===== src/rtl/seg7_scan_ctrl.sv =====
// Multiplexed 7-segment scan controller: tear-free frame commit, PWM dimming, per-slot ghosting guard.
// Latency: an/seg/dp are registered one cycle behind the scan state; digit_idx/frame_tick move with that state.
// Backpressure: none, load is accepted every cycle (last load before a wrap wins). LZ_BLANK_EN adds leading-zero suppression.
module seg7_scan_ctrl #(
    parameter  int N_DIGITS = 8,
    parameter  int TICK_DIV = 100000,
    parameter  int GUARD    = 4,
    parameter  int BRIGHT_W = 4,
    localparam int IDX_W    = (N_DIGITS > 1) ? $clog2(N_DIGITS) : 1
) (
    input  logic                  clk100mhz,
    input  logic                  rst,
    input  logic [4*N_DIGITS-1:0] data_in,
    input  logic [N_DIGITS-1:0]   dp_in,
    input  logic [N_DIGITS-1:0]   blank_in,
    input  logic                  load,
    input  logic [BRIGHT_W-1:0]   bright,
    output logic [N_DIGITS-1:0]   an,
    output logic [6:0]            seg,
    output logic                  dp,
    output logic [IDX_W-1:0]      digit_idx,
    output logic                  frame_tick
);

    localparam int TICK_W = (TICK_DIV > 1) ? $clog2(TICK_DIV) : 1;

    logic [TICK_W-1:0]     tick_cnt;
    logic [BRIGHT_W-1:0]   pwm_cnt;
    logic [4*N_DIGITS-1:0] pend_data, disp_data;
    logic [N_DIGITS-1:0]   pend_dp, pend_blank, disp_dp, disp_blank;
    logic                  pend_valid;

    logic                  wrap_slot, wrap_frame;
    logic [N_DIGITS-1:0]   blank_eff;
    logic [3:0]            cur_nib;
    logic                  cur_dp, cur_blank, lit, on;
    logic [N_DIGITS-1:0]   an_nxt;
    logic [6:0]            seg_nxt;
    logic                  dp_nxt;

    function automatic logic [6:0] hex2seg(input logic [3:0] h);
        case (h)
            4'h0: hex2seg = 7'b1000000;
            4'h1: hex2seg = 7'b1111001;
            4'h2: hex2seg = 7'b0100100;
            4'h3: hex2seg = 7'b0110000;
            4'h4: hex2seg = 7'b0011001;
            4'h5: hex2seg = 7'b0010010;
            4'h6: hex2seg = 7'b0000010;
            4'h7: hex2seg = 7'b1111000;
            4'h8: hex2seg = 7'b0000000;
            4'h9: hex2seg = 7'b0010000;
            4'hA: hex2seg = 7'b0001000;
            4'hB: hex2seg = 7'b0000011;
            4'hC: hex2seg = 7'b1000110;
            4'hD: hex2seg = 7'b0100001;
            4'hE: hex2seg = 7'b0000110;
            default: hex2seg = 7'b0001110;
        endcase
    endfunction

    assign wrap_slot  = (tick_cnt == TICK_W'(TICK_DIV - 1));
    assign wrap_frame = wrap_slot && (digit_idx == IDX_W'(N_DIGITS - 1));

    always_comb begin
        blank_eff = disp_blank;
`ifdef LZ_BLANK_EN
        // Walk down from the top digit; digit 0 is never part of the zero run.
        begin
            logic zero_run;
            zero_run = 1'b1;
            for (int i = N_DIGITS - 1; i >= 1; i--) begin
                zero_run = zero_run && (disp_data[4*i +: 4] == 4'h0);
                if (zero_run && !disp_dp[i])
                    blank_eff[i] = 1'b1;
            end
        end
`endif
        cur_nib   = 4'h0;
        cur_dp    = 1'b0;
        cur_blank = 1'b1;
        for (int i = 0; i < N_DIGITS; i++) begin
            if (digit_idx == IDX_W'(i)) begin
                cur_nib   = disp_data[4*i +: 4];
                cur_dp    = disp_dp[i];
                cur_blank = blank_eff[i];
            end
        end
        lit = (&bright) || (pwm_cnt < bright);
        on  = (tick_cnt >= TICK_W'(GUARD)) && lit && !cur_blank;

        an_nxt  = '1;
        seg_nxt = 7'h7F;
        dp_nxt  = 1'b1;
        for (int i = 0; i < N_DIGITS; i++)
            an_nxt[i] = !(on && (digit_idx == IDX_W'(i)));
        if (on) begin
            seg_nxt = hex2seg(cur_nib);
            dp_nxt  = !cur_dp;
        end
    end

    always_ff @(posedge clk100mhz or negedge rst) begin
        if (!rst) begin
            tick_cnt   <= '0;
            pwm_cnt    <= '0;
            digit_idx  <= '0;
            frame_tick <= 1'b0;
            pend_data  <= '0;
            pend_dp    <= '0;
            pend_blank <= '0;
            pend_valid <= 1'b0;
            disp_data  <= '0;
            disp_dp    <= '0;
            disp_blank <= '0;
            an         <= '1;
            seg        <= 7'h7F;
            dp         <= 1'b1;
        end else begin
            pwm_cnt    <= pwm_cnt + 1'b1;
            frame_tick <= wrap_frame;
            if (wrap_slot) begin
                tick_cnt  <= '0;
                digit_idx <= wrap_frame ? '0 : digit_idx + 1'b1;
            end else begin
                tick_cnt  <= tick_cnt + 1'b1;
            end

            if (load) begin
                pend_data  <= data_in;
                pend_dp    <= dp_in;
                pend_blank <= blank_in;
            end
            // A load landing on the wrap bypasses pending so it is not delayed a whole frame.
            if (wrap_frame && load) begin
                disp_data  <= data_in;
                disp_dp    <= dp_in;
                disp_blank <= blank_in;
                pend_valid <= 1'b0;
            end else if (wrap_frame && pend_valid) begin
                disp_data  <= pend_data;
                disp_dp    <= pend_dp;
                disp_blank <= pend_blank;
                pend_valid <= 1'b0;
            end else if (load) begin
                pend_valid <= 1'b1;
            end

            an  <= an_nxt;
            seg <= seg_nxt;
            dp  <= dp_nxt;
        end
    end

endmodule


===== config.mk =====
export PLATFORM = sky130hd
export DESIGN_NAME = seg7_scan_ctrl
export DESIGN_NICKNAME = d
export VERILOG_FILES = /design/src/rtl/seg7_scan_ctrl.sv
export SDC_FILE = /design/constraint.sdc
export NUM_CORES = 1
export LEC_CHECK = 0
export CORE_UTILIZATION = 52
export CTS_BUF_LIST = sky130_fd_sc_hd__clkbuf_8
export CTS_CLUSTER_SIZE = 12
export DETAILED_ROUTE_END_ITERATION = 8
export PLACE_DENSITY_LB_ADDON = 0.3
export SYNTH_ARGS = -nofsm -noshare
export SYNTH_HDL_FRONTEND = slang
export SYNTH_SLANG_ARGS = --single-unit
export TNS_END_PERCENT = 1

===== constraint.sdc =====
create_clock -name clk100mhz -period 3.3 [get_ports clk100mhz]
set_input_delay 0.33 -clock clk100mhz [delete_from_list [all_inputs] [get_ports clk100mhz]]
set_output_delay 0.33 -clock clk100mhz [all_outputs]
set_load 0.01 [all_outputs]

==> impl_results.md, run 1 <==
* Fmax at 0.333 GHz
* IO Pins at 75
* Final nets at 641
* Vias in the first global route at 4,373
* Root Buffer: clkbuf_8
* Logic pwr share at 5.9%
* Max-Cap Viols at 0
* Synth Net Count at 558
* GRT Overall Usage at 22.6%
* Worst slew pin tran at 1.08 ns
* Minimum clock period at 3.01 ns
* Layout cell share with drive strength beyond 1 at 29.4%
* Fin crit share at 91.1%
* Clk_skew at 0.0133 ns
* Status: finished with violations
* Post-DP HPWL at 8.81 mm
* Most frequent cells in the layout: dfrtp_1, mux2_2, clkdlybuf4s50_1, nor2_1, nand2_1
* Async S/R FF share, synth at 100%
* Seq cells post-synth at 138
* Die Area at 12,400 µm²
* First-pass GRT wire length at 21.5 mm
* Total power at 3.65 mW
* CTS H-tree depth at 4
* Crit start category: register
* Antenna violations before repair at 0
* Clock tree from TritonCTS: built
* Remaining antenna violation count after routing at 0
* Area growth from synthesis to final layout at 22.7%
* # diodes at 0
* Final setup TNS at 0 ns
* Slew headroom at 27.9%
* Most area-consuming cells after synthesis: dfrtp_1, mux2_2, dfstp_2
* TritonCTS Buffers at 17
* Pre-antenna DRT Iters at 6
* Largest net degree at the start of global routing at 63
* Leak at 3.49 nW
* Most used DFF post-synth: dfrtp_1
* Failing checks: design-rule violations
* Site Rows at 39
* CP max stage delay at 0.56 ns
* Yosys top cell area share at 48.9%
* Sequence of cells on the critical path: inv_1 -> ha_1 -> buf_4 -> a21oi_1 -> a2111oi_0 -> a221oi_2 -> buf_4 -> ha_1 -> nor3_1 -> o21ai_0 -> a21bo_2
* Port Buf Inserts at 74
* Via count at 4,031
* Slowest cell on the critical path: a2111oi_0
* Drt wl/cell at 17.7 µm
* Setup violators final at 0
* Seq pwr share at 48.4%
* Post-Syn Area at 6240 µm²
* Final hold violations at 0
* Clk sinks at 138
* Seq/Total Area, Yosys at 55.6%
* DRT iter0 DRCs at 221
* Pwr/cell area at 477 nW/µm²
* Residual DRC at 3
* Clk network pwr share at 45.6%
* Gpl congestion at 0.879
* Internal Pwr Total at 2.89 mW
* CP Data Required Time at 3.69 ns
* Switching share of power at 20.9%
* Core area at 11,600 µm²
* Worst-Skew Late Latency at 0.45 ns
* Post-Syn Area per Cell at 12.9 µm²
* Max-slew violations at 0
* Clock transition at path regs at 0.08 ns
* Cells after Synth at 485
* Setup CP Type: register to register
* Post-synth top area cell: dfrtp_1
* Hold Crit Class: primary input to async pin
* Critical path arrival at 3.39 ns
* Worst VDD drop at 0.334 mV
* Maximum clock path buffer count at 2
* Routed Wire Length at 12.8 mm
* DIE WIDTH at 112 µm
* EDFF count, synth at 0
* Commonest non-fill, non-tap cell in the layout: dfrtp_1
* Yosys warning count at 0
* GRT overflow at 0
* Sw Pwr at 0.764 mW
* RSZ-0062 raised after global routing: false
* Initial Util at 54.0%
* Unique masters post-synth at 55
* Die height at 112 µm
* Crit Path Max Fanout at 19
* Worst Setup End Kind: register
* Via density at 5.57
[power by group through the flow]
stage                     combinational, mW  clock [mW]  sequential (mW)
after global placement                0.214           0             1.80
after CTS                             0.224        1.68             1.77
final                                 0.217        1.67             1.77
after detailed placement              0.220           0             1.80
after floorplan                      0.0900           0             1.80
after global routing                  0.240        1.77             1.77
[stage by stage]
step | instance area [µm²] | worst slack, ns | instances | utilization [%] | hold slack, ns
3_3_place_gp | 7150 | 0.488 | 691 | 61.8 | 0.394
3_5_place_dp | 7150 | 0.287 | 691 | 61.8 | 0.404
5_1_grt | 7660 | 0.0868 | 724 | 66.2 | 0.487
4_1_cts | 7650 | 0.265 | 724 | 66.1 | 0.455
2_1_floorplan | 6240 | 0.0772 | 485 | - | 0.0344
6_report | 7660 | 0.294 | 724 | 66.2 | 0.448
[what timing repair did]
action,CTS,global route
setup buffers,0,0
hold buffers,1,0
resized for setup,0,3
setup endpoints to repair,0,1
hold endpoints to repair,46,0
[final timing paths]
path                       slack (ns)  depth (start not counted)         start            end
setup / recovery                 0.29                         11  digit_idx[1]         seg[3]
hold reg to reg                  0.47                          1    pwm_cnt[0]     pwm_cnt[0]
min in group clk100mhz           0.47                          1    pwm_cnt[0]     pwm_cnt[0]
max in group asynchronous        2.00                          3           rst             dp
hold / removal                   0.45                          2           rst  pend_data[18]
setup reg to reg                 0.29                         11  digit_idx[1]         seg[3]
[routing by layer]
layer	vias up	part of all wire [%]	GRT usage [%]
met4	0	2.5	11.8
met5	-	0	0
met1	2025	44	28.1
met3	24	3.9	6.21
li1	1886	-	-
met2	96	50	36.1
[cell usage after synthesis, drive strengths merged, types with 2 or more instances]
cell     count
nand2       21
and3         3
nand3b       5
mux2i        6
clkbuf       7
or3          4
nor2        22
buf         18
dfstp       16
a221oi       7
nor2b        5
o221ai       4
a21oi       15
inv         18
xor2         8
nand2b       4
o22ai        3
nor4         5
ha          18
nand4        6
nor3         5
and4         2
mux2        97
a2111oi      4
o21ai       13
and2         3
xnor2        8
dfrtp      122
nand3       19
[registers in the layout, indices dropped and copies added, names as in the netlist, 3 cells and up]
register	count
disp_data	32
pend_data	32
tick_cnt	17
an	8
blank_eff	8
disp_dp	8
pend_blank	8
pend_dp	8
seg	7
pwm_cnt	4
digit_idx	3
[worst max-delay path: cells and delay by family, from the launching register on]
family / cells / cell delay [ns]
simple gates: 1 / 0.21
compound gates: 5 / 1.16
flops: 1 / 0.42
buf+inv: 3 / 0.59
fa+ha+maj: 2 / 0.56
[final cells by class]
cell class	instances	area, µm²
clock inverters	13	226
clock buffers	19	262
multi-input cells	303	2590
inverters	19	71.3
flip-flops and latches	138	3470
fillers	828	3910
well taps	143	179
repair buffers	89	861
[cell families (layout without fill, tap and decap cells)]
kind of cell    after synthesis  after routing  synth area share [%]
flops                       138            138                  55.6
simple gates                106            106                  9.02
mux                         103            103                  19.7
compound gates               60             60                  6.61
buf+inv                      44            140                  3.23
fa+ha+maj                    18             18                  3.61
xor+xnor                     16             16                  2.24
Note: power is estimated with default switching activity, not from simulation.
==> run 2: changes to the inputs <==
==> constraint.sdc (replaced) <==
create_clock -name clk100mhz -period 3.3 [get_ports clk100mhz]
set_input_delay 0.66 -clock clk100mhz [delete_from_list [all_inputs] [get_ports clk100mhz]]
set_output_delay 0.66 -clock clk100mhz [all_outputs]
set_load 0.01 [all_outputs]
==> run 2 against run 1 <==
  * The flow still finishes with violations (design-rule violations)
  * Die area did not move
  * Critical path depth did not move
  * Core utilization fell by 0.78 points
  * Fmax rose by 0.42%
  * Clock skew barely moved
  * Clock-buffer cell count did not move
  * Hold slack got worse by 0.30 ns
  * Wire length fell by 1.2%
  * Power fell by 7.4%
  * Flip-flop and latch count did not move
  * Critical endpoint unchanged
  * Largest cell class unchanged
==> impl_results.md, run 2 (synthesis results as in run 1) <==
* Total power at 3.38 mW (was 3.65 mW)
* Crit start category: register (unchanged)
* Port Buf Inserts at 74 (unchanged)
* Maximum clock path buffer count at 2 (unchanged)
* Worst-Skew Late Latency at 0.45 ns (about the same)
* Initial Util at 54.0% (unchanged)
* Clk_skew at 0.0130 ns (was 0.0133 ns)
* Worst slew pin tran at 0.592 ns (was 1.08 ns)
* Root Buffer: clkbuf_8 (unchanged)
* Antenna violations before repair at 0 (unchanged)
* Layout cell share with drive strength beyond 1 at 29.6% (was 29.4%)
* Residual DRC at 2 (was 3)
* Drt wl/cell at 17.4 µm (was 17.7 µm)
* Fmax at 0.334 GHz (was 0.333 GHz)
* Area growth from synthesis to final layout at 21.2% (was 22.7%)
* Hold Crit Class: primary input to async pin (unchanged)
* CTS H-tree depth at 4 (unchanged)
* Die height at 112 µm (unchanged)
* R2r setup slk at 0.31 ns (was 0.29 ns)
* CP Data Required Time at 3.68 ns (was 3.69 ns)
* Failing checks: design-rule violations (unchanged)
* Post-CTS Setup Bufs at 0 (unchanged)
* DIE WIDTH at 112 µm (unchanged)
* Crit. path cell count at 11 (unchanged)
* First-pass GRT wire length at 21.2 mm (was 21.5 mm)
* Setup CP Type: register to register (unchanged)
* Die Area at 12,400 µm² (unchanged)
* Pre-antenna DRT Iters at 9 (was 6)
* Remaining antenna violation count after routing at 0 (unchanged)
* Delay-heaviest family, CP: compound AO/OA/AOI/OAI gates (unchanged)
* Leak at 3.44 nW (was 3.49 nW)
* Routed Wire Length at 12.6 mm (was 12.8 mm)
* Final setup TNS at 0 ns (unchanged)
* Via count at 4,049 (was 4,031)
* Vias in the first global route at 4,226 (was 4,373)
* Slowest cell on the critical path: dfrtp_1 (was a2111oi_0)
* Status: finished with violations (unchanged)
* Post-DP HPWL at 8.84 mm (was 8.81 mm)
* End point of the critical path: seg[3] (unchanged)
* Crit. Startpoint: digit_idx[0] (was digit_idx[1])
* Worst R2R End: seg[3] (unchanged)
* Worst setup margin at 0.306 ns (was 0.294 ns)
* CP max stage delay at 0.44 ns (was 0.56 ns)
* Clock tree from TritonCTS: built (unchanged)
* TritonCTS Buffers at 17 (unchanged)
* Pwr/cell area at 447 nW/µm² (was 477 nW/µm²)
* Most frequent cells in the layout: dfrtp_1, mux2_2, clkdlybuf4s50_1, nor2_1, nand2_1 (unchanged)
* Core area at 11,600 µm² (unchanged)
* # diodes at 0 (unchanged)
* Critical path arrival at 3.38 ns (was 3.39 ns)
* Minimum clock period at 2.99 ns (was 3.01 ns)
* Worst path bufs/invs at 2 (was 3)
* Final hold violations at 0 (unchanged)
* PostCTS Resize Cnt at 0 (unchanged)
* Max-slew violations at 0 (unchanged)
* GRT overflow at 0 (unchanged)
* Final nets at 642 (was 641)
* Site Rows at 39 (unchanged)
* Worst path most repeated cell: ha_1
* Largest net degree at the start of global routing at 75 (was 63)
* IO Pins at 75 (unchanged)
* DRT iter0 DRCs at 179 (was 221)
* Crit Path Max Fanout at 8 (was 19)
* Gpl congestion at 0.890 (was 0.879)
* Worst r2r path cells at 11 (unchanged)
* Commonest non-fill, non-tap cell in the layout: dfrtp_1 (unchanged)
* Slew headroom at 59.5% (was 27.9%)
* Clk sinks at 138 (unchanged)
* Worst Setup End Kind: register (unchanged)
* RSZ-0062 raised after global routing: false (unchanged)
* Sequence of cells on the critical path: ha_1 -> ha_1 -> inv_1 -> o22ai_1 -> or3_1 -> a221oi_1 -> inv_1 -> ha_1 -> a21boi_0 -> o21ai_0 -> a21bo_2 (was inv_1 -> ha_1 -> buf_4 -> a21oi_1 -> a2111oi_0 -> a221oi_2 -> buf_4 -> ha_1 -> nor3_1 -> o21ai_0 -> a21bo_2)
* GRT Overall Usage at 22.2% (was 22.6%)
* Hold bufs inserted after CTS at 0 (was 1)
* Fin crit share at 90.7% (was 91.1%)
* Dpl ws at 0.365 ns (was 0.287 ns)
* Setup violators final at 0 (unchanged)
* Largest regs: disp_data x32, pend_data x32, tick_cnt x17 (unchanged)
* Max-Cap Viols at 0 (unchanged)
* Final core utilization at 65.5% (was 66.2%)
* Via density at 5.58 (was 5.57)
* Clock transition at path regs at 0.08 ns (about the same)
* Worst VDD drop at 0.273 mV (was 0.334 mV)
* Reg2reg start: digit_idx[0] (was digit_idx[1])
[run 2: changes by cell type in the layout (fill, tap and decap cells not counted), moves of 2 or more]
cell        change
inv_6           +3
ha_1            +2
bufinv_16       -4
buf_4           +2
ha_2            -2
inv_1           -2
clkinv_4        -2
clkinvlp_4      +4
[run 2: metrics by stage]
step	area (µm²)	instances	hold WS, ns
5_1_grt	7570	725	0.163
3_5_place_dp	7170	693	0.464
2_1_floorplan	6240	485	0.364
6_report	7570	725	0.148
4_1_cts	7570	725	0.145
3_3_place_gp	7170	693	0.458
[run 2: layout make-up]
type                    instances  area (µm²)
clock buffers                  19         262
clock inverters                13         143
fillers                       869        4000
inverters                      19        71.3
multi-input cells             303        2580
flip-flops and latches        138        3470
well taps                     143         179
repair buffers                 90         866
[run 2: worst min path at each step]
stage                    start      endpoint  slack (ns)  depth (start not counted)
finish                     rst  pend_data[6]        0.15                          1
global route               rst  pend_data[3]        0.16                          1
CTS                        rst  pend_data[6]        0.14                          1
detailed placement  pwm_cnt[0]    pwm_cnt[0]        0.46                          1
global placement    pwm_cnt[0]    pwm_cnt[0]        0.46                          1
floorplan                  rst  blank_eff[0]        0.36                          0
[run 2: worst register-to-register path, delay by kind of cell (launching register included)]
| family | cells | cell delay, ns |
|---|---|---|
| DFF | 1 | 0.44 |
| and+or+nand+nor | 1 | 0.32 |
| buffers and inverters | 2 | 0.30 |
| AOI/OAI and AO/OA | 5 | 1.04 |
| adders and majority gates | 3 | 0.85 |
[run 2: power breakdown]
group | internal [mW] | leakage [nW] | switching, mW | total (mW)
clock network | 0.715 | 0.191 | 0.681 | 1.40
logic | 0.122 | 1.51 | 0.0957 | 0.218
registers | 1.75 | 1.74 | 0.0157 | 1.77
total | 2.59 | 3.44 | 0.792 | 3.38
[run 2: per-layer routing]
metal	routed length [µm]	track usage [%]	share of wire, %	vias up
met5	0	0	0	-
met4	248	8.11	2.0	0
met3	636	6.42	5.0	22
met2	6260	36.8	50	94
met1	5490	27.9	43	2041
li1	-	-	-	1892
==> run 3: changes to the inputs <==
--- a/config.mk
+++ b/config.mk
@@ -5,10 +5,11 @@
 export SDC_FILE = /design/constraint.sdc
 export NUM_CORES = 1
 export LEC_CHECK = 0
-export CORE_UTILIZATION = 52
+export CORE_UTILIZATION = 45
 export CTS_BUF_LIST = sky130_fd_sc_hd__clkbuf_8
 export CTS_CLUSTER_SIZE = 12
 export DETAILED_ROUTE_END_ITERATION = 8
+export GPL_ROUTABILITY_DRIVEN = 0
 export PLACE_DENSITY_LB_ADDON = 0.3
 export SYNTH_ARGS = -nofsm -noshare
 export SYNTH_HDL_FRONTEND = slang
==> run 3 against run 2 <==
  * Power is 3.9% higher
  * Die area is 15% higher
  * Largest power group unchanged
  * Clock-buffer cell count is 2 higher
  * Setup slack worse by 0.076 ns
  * Final cell count is 4.4% higher
  * Sequential share of layout area is 0.55 points lower
  * The flow now finishes without violations
==> impl_results.md, run 3 (synthesis results as in run 1) <==
* Largest net degree at the start of global routing at 82 (was 75)
* Max Used Layer: met4 (unchanged)
* Crit start category: register (unchanged)
* Final setup TNS at 0 ns (unchanged)
* Pre-antenna DRT Iters at 4 (was 9)
* Critical path arrival at 3.45 ns (was 3.38 ns)
* Layout cell share with drive strength beyond 1 at 29.4% (was 29.6%)
* Worst-Skew Late Latency at 0.44 ns (was 0.45 ns)
* Site Rows at 42 (was 39)
* Metal2 WL at 6.19 mm (was 6.26 mm)
* Setup violators final at 0 (unchanged)
* # diodes at 0 (unchanged)
* Pwr/cell area at 459 nW/µm² (was 447 nW/µm²)
* Clk sinks at 138 (unchanged)
* Worst hold slack at 0.247 ns (was 0.148 ns)
* Final core utilization at 57.2% (was 65.5%)
* Total power at 3.51 mW (was 3.38 mW)
* Worst r2r path cells at 11 (unchanged)
* Status: complete, no violations (was finished with violations)
* Filler cell count at 1,095 (was 869)
* TritonCTS Buffers at 17 (unchanged)
* Area growth from synthesis to final layout at 22.7% (was 21.2%)
* Routed Wire Length at 12.5 mm (was 12.6 mm)
* Clock transition at path regs at 0.08 ns (about the same)
* CTS H-tree depth at 4 (unchanged)
* Maximum clock path buffer count at 2 (unchanged)
* Multi-input logic area at 2580 µm² (about the same)
* Remaining antenna violation count after routing at 0 (unchanged)
* Antenna violations before repair at 0 (unchanged)
* Placed Cells incl. Taps at 725 (was 693)
* Worst Setup End Kind: register (unchanged)
* Most frequent cells in the layout: dfrtp_1, mux2_2, clkdlybuf4s50_1, nor2_1 (was dfrtp_1, mux2_2, clkdlybuf4s50_1, nor2_1, nand2_1)
* Register area at 3470 µm² (unchanged)
* Core area at 13,400 µm² (was 11,600 µm²)
* Post-CTS Setup Bufs at 0 (unchanged)
* Via density at 5.32 (was 5.58)
* DIE WIDTH at 120 µm (was 112 µm)
* Design area at 7660 µm² (was 7570 µm²)
* Leak at 3.47 nW (was 3.44 nW)
* Clock tree from TritonCTS: built (unchanged)
* Worst VDD drop at 0.225 mV (was 0.273 mV)
* Crit Path Max Fanout at 8 (unchanged)
* Post-DP HPWL at 8.80 mm (was 8.84 mm)
* CP Data Required Time at 3.68 ns (about the same)
* Port Buf Inserts at 74 (unchanged)
* Clk_skew at 0.0108 ns (was 0.0130 ns)
* Fin crit share at 93.0% (was 90.7%)
* Drt wl/cell at 16.5 µm (was 17.4 µm)
* Worst setup margin at 0.230 ns (was 0.306 ns)
* GRT overflow at 0 (unchanged)
* Wl on met1 at 5.54 mm (was 5.49 mm)
* Via count at 4,027 (was 4,049)
* Commonest non-fill, non-tap cell in the layout: dfrtp_1 (unchanged)
* Max-Cap Viols at 0 (unchanged)
* DRT iter0 DRCs at 242 (was 179)
* Slew headroom at 42.8% (was 59.5%)
* Setup CP Type: register to register (unchanged)
* First-pass GRT wire length at 21.0 mm (was 21.2 mm)
* GRT Overall Usage at 19.1% (was 22.2%)
* IO Pins at 75 (unchanged)
* Worst slew pin tran at 0.855 ns (was 0.592 ns)
* Initial Util at 46.6% (was 54.0%)
* Minimum clock period at 3.07 ns (was 2.99 ns)
* Final hold violations at 0 (unchanged)
* Die height at 120 µm (was 112 µm)
* Max-slew violations at 0 (unchanged)
* Largest regs: disp_data x32, pend_data x32, tick_cnt x17 (unchanged)
* Non-filler cells, final at 757 (was 725)
* Final nets at 641 (was 642)
* Residual DRC at 0 (was 2)
* Dpl ws at 0.237 ns (was 0.365 ns)
* Die Area at 14,300 µm² (was 12,400 µm²)
* Hold Crit Class: primary input to async pin (unchanged)
* Fmax at 0.326 GHz (was 0.334 GHz)
* RSZ-0062 raised after global routing: false (unchanged)
* Vias in the first global route at 4,154 (was 4,226)
* Post-place instance area at 7200 µm² (was 7170 µm²)
* Wire length on met3 at 543 µm (was 636 µm)
* Root Buffer: clkbuf_8 (unchanged)
run 3: cell count changes in the layout (fill, tap and decap cells not counted), sizes merged:
cell and delta:
clkinv -2, buf -1, clkinvlp -1, bufinv +2, inv -1, clkbuf +2
run 3: final timing paths:
| path | startpoint | to | slack [ns] |
|---|---|---|---|
| max | digit_idx[0] | seg[3] | 0.23 |
| min | rst | disp_data[26] | 0.25 |
| max reg2reg | digit_idx[0] | seg[3] | 0.23 |
| min reg2reg | pwm_cnt[0] | pwm_cnt[0] | 0.48 |
| max in group asynchronous | rst | tick_cnt[5] | 2.28 |
| min in group clk100mhz | pwm_cnt[0] | pwm_cnt[0] | 0.48 |
run 3: worst max-delay path: stages, from the launching register on:
cell and delay, ns:
dfrtp_1 0.42, ha_1 0.24, ha_1 0.28, inv_1 0.15, nor2_1 0.07, a2111oi_0 0.53
a221oi_1 0.17, buf_4 0.19, ha_1 0.25, nor3_1 0.28, o21ai_0 0.17, a21bo_2 0.26
run 3: repair_timing:
item	CTS	global route
hold buffers	0	0
endpoints found under the setup margin	0	1
resized for setup	0	1
run 3: area by class of cell:
cell class,instances,share of cell area (%)
clock buffers,21,3.77
clock inverters,11,2.19
inverters,19,0.931
flip-flops and latches,138,45.3
well taps,176,2.87
repair buffers,89,11.3
multi-input cells,303,33.7
run 3: layer usage:
layer  vias up  global-route usage, %
met4         0                   7.73
met5         -                      0
met3        19                   5.09
met1      2011                   24.7
met2       103                   30.5
li1       1894                      -
run 3: power breakdown:
part           internal (mW)  total, mW  switching [mW]
registers               1.75       1.77          0.0145
logic                  0.122      0.218          0.0963
clock network          0.902       1.53           0.626
